==> src/rtl/toggle_delay_pipe.sv <==
// Multi-channel toggle/load register with a DEPTH-stage enabled delay line,
// a free-running OR_LAT-stage pipeline on (x | y), fill status and change count.
module toggle_delay_pipe #(
  parameter int unsigned       WIDTH     = 4,
  parameter int unsigned       DEPTH     = 1,
  parameter int unsigned       OR_LAT    = 1,
  parameter int unsigned       CNT_W     = 8,
  parameter logic [WIDTH-1:0]  RESET_VAL = '0
) (
  input  logic             clk,
  input  logic             rst_n,
  input  logic             en,
  input  logic             mode,
  input  logic [WIDTH-1:0] load_val,
  output logic [WIDTH-1:0] x_q,
  output logic [WIDTH-1:0] y_q,
  output logic             y_valid,
  output logic [WIDTH-1:0] out_or,
  output logic [CNT_W-1:0] chg_cnt
);

  localparam int unsigned FILL_W = $clog2(DEPTH + 1);

  logic [WIDTH-1:0]  x_d;
  logic [WIDTH-1:0]  dly_q [DEPTH];
  logic [WIDTH-1:0]  dly_d [DEPTH];
  logic [FILL_W-1:0] fill_q;
  logic [FILL_W-1:0] fill_d;
  logic [CNT_W-1:0]  chg_cnt_q;
  logic [CNT_W-1:0]  chg_cnt_d;

  always_comb begin
    x_d       = x_q;
    fill_d    = fill_q;
    chg_cnt_d = chg_cnt_q;
    for (int unsigned k = 0; k < DEPTH; k++) begin
      dly_d[k] = dly_q[k];
    end

    if (en) begin
      x_d      = mode ? load_val : ~x_q;
      // every stage takes its predecessor's pre-edge value
      dly_d[0] = x_q;
      for (int unsigned k = 1; k < DEPTH; k++) begin
        dly_d[k] = dly_q[k-1];
      end
      if (fill_q != FILL_W'(DEPTH)) begin
        fill_d = fill_q + FILL_W'(1);
      end
      if ((x_d != x_q) && (chg_cnt_q != '1)) begin
        chg_cnt_d = chg_cnt_q + CNT_W'(1);
      end
    end
  end

  always_ff @(posedge clk or negedge rst_n) begin
    if (!rst_n) begin
      x_q       <= RESET_VAL;
      fill_q    <= '0;
      chg_cnt_q <= '0;
      for (int unsigned k = 0; k < DEPTH; k++) begin
        dly_q[k] <= '0;
      end
    end else begin
      x_q       <= x_d;
      fill_q    <= fill_d;
      chg_cnt_q <= chg_cnt_d;
      for (int unsigned k = 0; k < DEPTH; k++) begin
        dly_q[k] <= dly_d[k];
      end
    end
  end

  assign y_q     = dly_q[DEPTH-1];
  assign y_valid = (fill_q == FILL_W'(DEPTH));
  assign chg_cnt = chg_cnt_q;

  generate
    if (OR_LAT == 0) begin : g_or_comb
      assign out_or = x_q | y_q;
    end else begin : g_or_pipe
      // free-running: samples every edge regardless of en
      logic [WIDTH-1:0] or_q [OR_LAT];
      logic [WIDTH-1:0] or_d [OR_LAT];

      always_comb begin
        or_d[0] = x_q | y_q;
        for (int unsigned k = 1; k < OR_LAT; k++) begin
          or_d[k] = or_q[k-1];
        end
      end

      always_ff @(posedge clk or negedge rst_n) begin
        if (!rst_n) begin
          for (int unsigned k = 0; k < OR_LAT; k++) begin
            or_q[k] <= '0;
          end
        end else begin
          for (int unsigned k = 0; k < OR_LAT; k++) begin
            or_q[k] <= or_d[k];
          end
        end
      end

      assign out_or = or_q[OR_LAT-1];
    end
  endgenerate

endmodule

==> config.mk <==
export PLATFORM = sky130hd
export DESIGN_NAME = toggle_delay_pipe
export DESIGN_NICKNAME = d
export VERILOG_FILES = /design/src/rtl/toggle_delay_pipe.sv
export SDC_FILE = /design/constraint.sdc
export NUM_CORES = 1
export LEC_CHECK = 0
export BUFFER_PORTS_ARGS = -buffer_cell sky130_fd_sc_hd__buf_2
export CORE_MARGIN = 3
export CORE_UTILIZATION = 49
export DETAILED_ROUTE_END_ITERATION = 12
export GPL_ROUTABILITY_DRIVEN = 0
export HOLD_SLACK_MARGIN = 0.1
export PLACE_DENSITY = 0.76
export SLEW_MARGIN = 25
export SYNTH_ARGS = -nofsm -noshare
export SYNTH_HDL_FRONTEND = slang
export SYNTH_SLANG_ARGS = --single-unit
==> constraint.sdc <==
create_clock -name clk -period 2 [get_ports clk]
set_clock_uncertainty 0.2 [all_clocks]
set_input_delay 0.2 -clock clk [delete_from_list [all_inputs] [get_ports clk]]
set_output_delay 0.2 -clock clk [all_outputs]
set_load 0.01 [all_outputs]
==> results of run 1 <==
stage by stage:
| step | cell area [sq um] | setup slack, ns |
|---|---|---|
| after detailed placement | 1130 | 0.239 |
| after global routing | 1250 | 0.0530 |
| after CTS | 1250 | 0.100 |
| after floorplan | 973 | 0.272 |
| after global placement | 1130 | 0.262 |
| final | 1250 | 0.0932 |
routing by layer:
layer,vias up,GRT usage [%],routed length [um]
li1,354,-,-
met1,344,23.4,892
met2,15,26.1,860
met3,2,2.67,78
met4,0,6.73,13
met5,-,0,0
worst max-delay path, delay by kind of cell:
family                 cells  cell delay [ns]
multiplexers               1             0.28
XOR/XNOR                   1             0.16
buffers and inverters      2             0.67
AND/OR/NAND/NOR            3             0.58
where the power goes:
part / leakage, nW / switching, mW / internal (mW)
Sequential: 0.246 / 0.119 / 0.536
Combinational: 0.332 / 0.197 / 0.235
Clock: 0.0150 / 0.122 / 0.0775
Total: 0.593 / 0.438 / 0.848
how the worst max path moves through the flow:
stage                     cells past startpoint          to
after global routing                          7  chg_cnt[1]
after floorplan                               5  chg_cnt[1]
after detailed placement                      5  chg_cnt[1]
after global placement                        5  chg_cnt[1]
after CTS                                     7  chg_cnt[1]
final                                         7  chg_cnt[1]
synthesized netlist by cell type, drive strengths merged:
cell type   n
a31oi       2
and3        3
and4        4
buf         1
clkbuf      2
dfrtp      21
ha          1
inv         4
mux2        8
mux2i       4
nand2       2
nand2b      3
nand3       3
nand4       4
nor2        2
nor3        1
o21ai       2
or2         5
xnor2       3
xor2        5
sequential cells by signal, indices dropped and copies added, names as in the netlist:
name	flops
chg_cnt	8
x_q	4
y_q	4
out_or	4
y_valid	1
logic make-up (layout without fill, tap and decap cells):
| group | Yosys count | count (layout) | share of synthesized area [%] |
|---|---|---|---|
| simple gates | 27 | 27 | 18.5 |
| flops | 21 | 21 | 54.0 |
| mux | 12 | 12 | 13.8 |
| xor+xnor | 8 | 8 | 7.20 |
| buf+inv | 7 | 45 | 2.95 |
| compound gates | 4 | 4 | 2.31 |
| fa+ha+maj | 1 | 1 | 1.29 |
layout make-up:
class / count / area (sq um) / area share (%)
clock buffer: 4 / 26.3 / 2.11
inverter: 4 / 15.0 / 1.20
multi-input combinational: 52 / 419 / 33.6
sequential: 21 / 526 / 42.1
tap: 25 / 31.3 / 2.51
timing repair buffer: 37 / 230 / 18.5
==> impl_metrics.yaml, run 1 <==
floorplanning:
  die_width_um: 50.6
  die_h_um: 50.6
  pin_count: 29
  num_rows: 15
  dieArea_sq_um: 2560
  core_sq_um: 1800
  initial_core_util_pct: 54.0
place:
  place.detailed.hpwl_um: 1220
  placed_cells: 130
  portBuffers: 28
worst_setup_path:
  critical_path_peak_fanout: 7
  endpoint_kind: "register"
  crit_path_cell_trace: "dlygate4sd3_1 -> buf_2 -> xor2_1 -> nor3_2 -> nand3_2 -> and3_4 -> mux2_4"
  rr_worst_depth: 5
  path_class: "in2reg"
  crit_path_start_kind: "input port"
  slowest_stage: "dlygate4sd3_1"
  r2r_setup_slack_ns: 0.22
  r2r_end: "chg_cnt[1]"
  arrival_ns: 1.90
  required_ns: 1.99
  critPathLaunch: "load_val[3]"
  worst_path_largest_cell_delay_ns: 0.53
  r2r_start: "x_q[0]"
clock_network:
  ctsResizeCount: 0
  cts_max_path_buffers: 2
  hold_buffers: 9
  cts_tree: "done"
  clockRootBuffer: "clkbuf_4"
  cts.sinks: 21
  htree_levels: 1
  post_cts_buffers: 0
  numCtsBuffers: 3
  clock_latency_ns: 0.29
  cts.clk_slew.worst_paths_ns: 0.12
synth:
  synth_seq_cells: 21
  synth_area_leaders: "dfrtp_1, mux2_2, xor2_1"
  synth.cell_area_sq_um: 973
  syn_nets: 89
  syn_area_per_cell_sq_um: 12.2
  synth_cell_types: 25
  synth_cells: 80
  seq_area_frac_synth_pct: 54.0
  netlist.area_leader.share_pct: 54.0
  synth_largest_area_cell: "dfrtp_1"
  ys_warn_count: 0
sta:
  finalCritPeriodShare_pct: 95.3
  tightest_slew_ns: 0.459
  slew_violations: 0
  rsz0062_at_grt: "false"
  final_hold_viol_count: 0
  max_freq_mhz: 524
  tns_ns: 0
  max-slew-margin-rel_pct: 69.4
  finalSetupViolCount: 0
  finalCriticalPeriod_ns: 1.91
  holdWs_ns: 0.143
detailed_routing:
  drt-initial-drc-count: 9
  wire_per_inst_um: 12.9
  vias: 715
  drc: 0
  ant_nets: 0
  viasPerCell: 5.00
  routed_wl_um: 1840
  first_pass_iters: 2
job:
  drv_cap: 0
min_path:
  min-delay-path-class: "in2reg"
  min_to: "x_q[2]"
  min_delay_path_depth: 2
  hold_start: "en"
power_and_ir_drop:
  total_power_mw: 1.29
  peakVddDrop_mv: 0.469
  power_density_nw_per_um2: 1030
  power_leakage_nw: 0.593
global_route:
  grt_max_degree: 22
  gr-total-overflow: 0
  grt_antenna_before_repair: 0
  grt_pass1_wl_um: 3230
  grt_pass1_vias: 710
  grt_usage_pct: 16.8
cells_and_area:
  fin_cells: 143
  antenna_cells_inserted: 0
  fillCellCount: 153
  nets: 128
  area_growth_pct: 28.1
  layout_common_cells: "buf_2, dfrtp_1, dlygate4sd3_1"
  utilization_pct: 69.2
  final_common_cell: "buf_2"
  drive_above_1_share_pct: 40.7
status:
  status: "finished clean"
Note: power is estimated with default switching activity, not from simulation.
==> run 2: changes to the inputs <==
--- a/config.mk
+++ b/config.mk
@@ -11,6 +11,7 @@
 export DETAILED_ROUTE_END_ITERATION = 12
 export GPL_ROUTABILITY_DRIVEN = 0
 export HOLD_SLACK_MARGIN = 0.1
+export MAX_ROUTING_LAYER = met4
 export PLACE_DENSITY = 0.76
 export SLEW_MARGIN = 25
 export SYNTH_ARGS = -nofsm -noshare
==> constraint.sdc (replaced) <==
create_clock -name clk -period 2 [get_ports clk]
set_clock_uncertainty 0.2 [all_clocks]
set_input_delay 0.3 -clock clk [delete_from_list [all_inputs] [get_ports clk]]
set_output_delay 0.3 -clock clk [all_outputs]
set_load 0.01 [all_outputs]
==> run 2 against run 1 <==
  * Combinational power fell by 3%
  * Cell count fell by 3.5%
  * Worst hold slack got worse by 0.028 ns
  * Sequential power barely moved
  * Cell area fell by 4.2%
  * Count of clock-buffer cells in the layout did not move
  * Worst setup slack barely moved
  * Via count did not move
  * Flip-flop and latch count did not move
  * Non-clock buffer count fell by 5
  * Die area did not move
==> impl_metrics.yaml, run 2 (same netlist as run 1, synthesis figures left out) <==
job:
  drv_cap: 0
sta:
  finalCritPeriodShare_pct: 95.4
  slew_violations: 0
  final_hold_viol_count: 0
  rsz0062_at_grt: "false"
  tns_ns: 0
  max_freq_mhz: 524
  finalSetupViolCount: 0
  finalCriticalPeriod_ns: 1.91
  tightest_slew_ns: 0.465
  worst_slack_ns: 0.0929
  max-slew-margin-rel_pct: 69.0
min_path:
  min-delay-path-class: "in2reg"
detailed_routing:
  viasPerCell: 5.18
  drc: 0
  drt-initial-drc-count: 6
  vias: 715
  ant_nets: 0
  first_pass_iters: 4
  wire_per_inst_um: 13.6
  routed_wl_um: 1880
clock_network:
  htree_levels: 1
  cts.sinks: 21
  cts_tree: "done"
  cts_max_path_buffers: 2
  numCtsBuffers: 3
  clock_latency_ns: 0.30
  clockRootBuffer: "clkbuf_4"
  cts.clk_slew.worst_paths_ns: 0.12
status:
  status: "finished clean"
global_route:
  grt_pass1_vias: 748
  gr-total-overflow: 0
  grt_pass1_wl_um: 3360
  grt_max_degree: 22
  grt_antenna_before_repair: 0
  grt_usage_pct: 18.0
cells_and_area:
  largest_reg_flops: 8
  final_common_cell: "buf_2"
  layout_common_cells: "buf_2, dfrtp_1, mux2_2"
  fillCellCount: 164
  antenna_cells_inserted: 0
  drive_above_1_share_pct: 43.4
  nets: 123
  area_growth_pct: 22.8
floorplanning:
  die_width_um: 50.6
  die_h_um: 50.6
  core_sq_um: 1800
  dieArea_sq_um: 2560
  num_rows: 15
  pin_count: 29
  initial_core_util_pct: 54.0
power_and_ir_drop:
  power_density_nw_per_um2: 1070
  peakVddDrop_mv: 0.512
  power_leakage_nw: 0.575
worst_setup_path:
  required_ns: 2.00
  crit_path_start_kind: "input port"
  critical_path_peak_fanout: 5
  path_class: "in2reg"
  endpoint_kind: "register"
  arrival_ns: 1.91
place:
  dp_slack_ns: 0.228
  portBuffers: 28
  place.detailed.hpwl_um: 1390
[run 2: worst max-delay path, stage by stage]
cell,delay [ns]
dlygate4sd3_1,0.53
buf_2,0.13
xor2_1,0.14
nor3_2,0.17
nand3_2,0.13
and3_4,0.21
mux2_4,0.28
[run 2: per-stage QoR]
step	std cells	hold WS, ns	instance area [sq um]	power, mW	util [%]
floorplan	80	-0.196	973	0.902	-
global placement	130	0.0733	1130	1.07	62.8
detailed placement	130	0.0798	1130	1.08	62.8
CTS	137	0.116	1190	1.29	65.9
global route	138	0.157	1190	1.38	66.3
finish	138	0.115	1190	1.28	66.3
[run 2: layer usage]
metal	global-route usage (%)	up-vias	wire [um]
met3	3.26	4	90
li1	-	346	-
met4	8.07	0	45
met2	28.9	19	888
met1	22.0	346	854
met5	-	-	0
[run 2: cell type report]
type	instances	area [sq um]	share of cell area, %
Clock buffer	4	26.3	2.20
Inverter	4	15.0	1.26
Multi-Input combinational cell	52	419	35.1
Timing Repair Buffer	32	178	14.9
Sequential cell	21	526	44.0
Tap cell	25	31.3	2.62
[run 2: final timing paths]
check | cells past startpoint | endpoint | start | slack (ns)
max | 7 | chg_cnt[1] | load_val[0] | 0.09
min | 3 | x_q[1] | load_val[1] | 0.11
max reg2reg | 5 | chg_cnt[1] | x_q[0] | 0.26
min reg2reg | 1 | y_valid | y_valid | 0.29
max in group asynchronous | 2 | chg_cnt[7] | rst_n | 1.02
min in group asynchronous | 2 | x_q[0] | rst_n | 0.26
[run 2: report_power, final]
| group | switching, mW | internal (mW) |
|---|---|---|
| sequential | 0.118 | 0.536 |
| clock | 0.129 | 0.0778 |
| combinational | 0.199 | 0.221 |
| total | 0.446 | 0.834 |
[run 2: repair_timing]
action / 4_1_cts / 5_1_grt
gates resized for setup: 0 / 0
hold buffers: 3 / 0
hold endpoints to repair: 23 / 0
endpoints found under the setup margin: 0 / 4
buffers inserted: 0 / 1
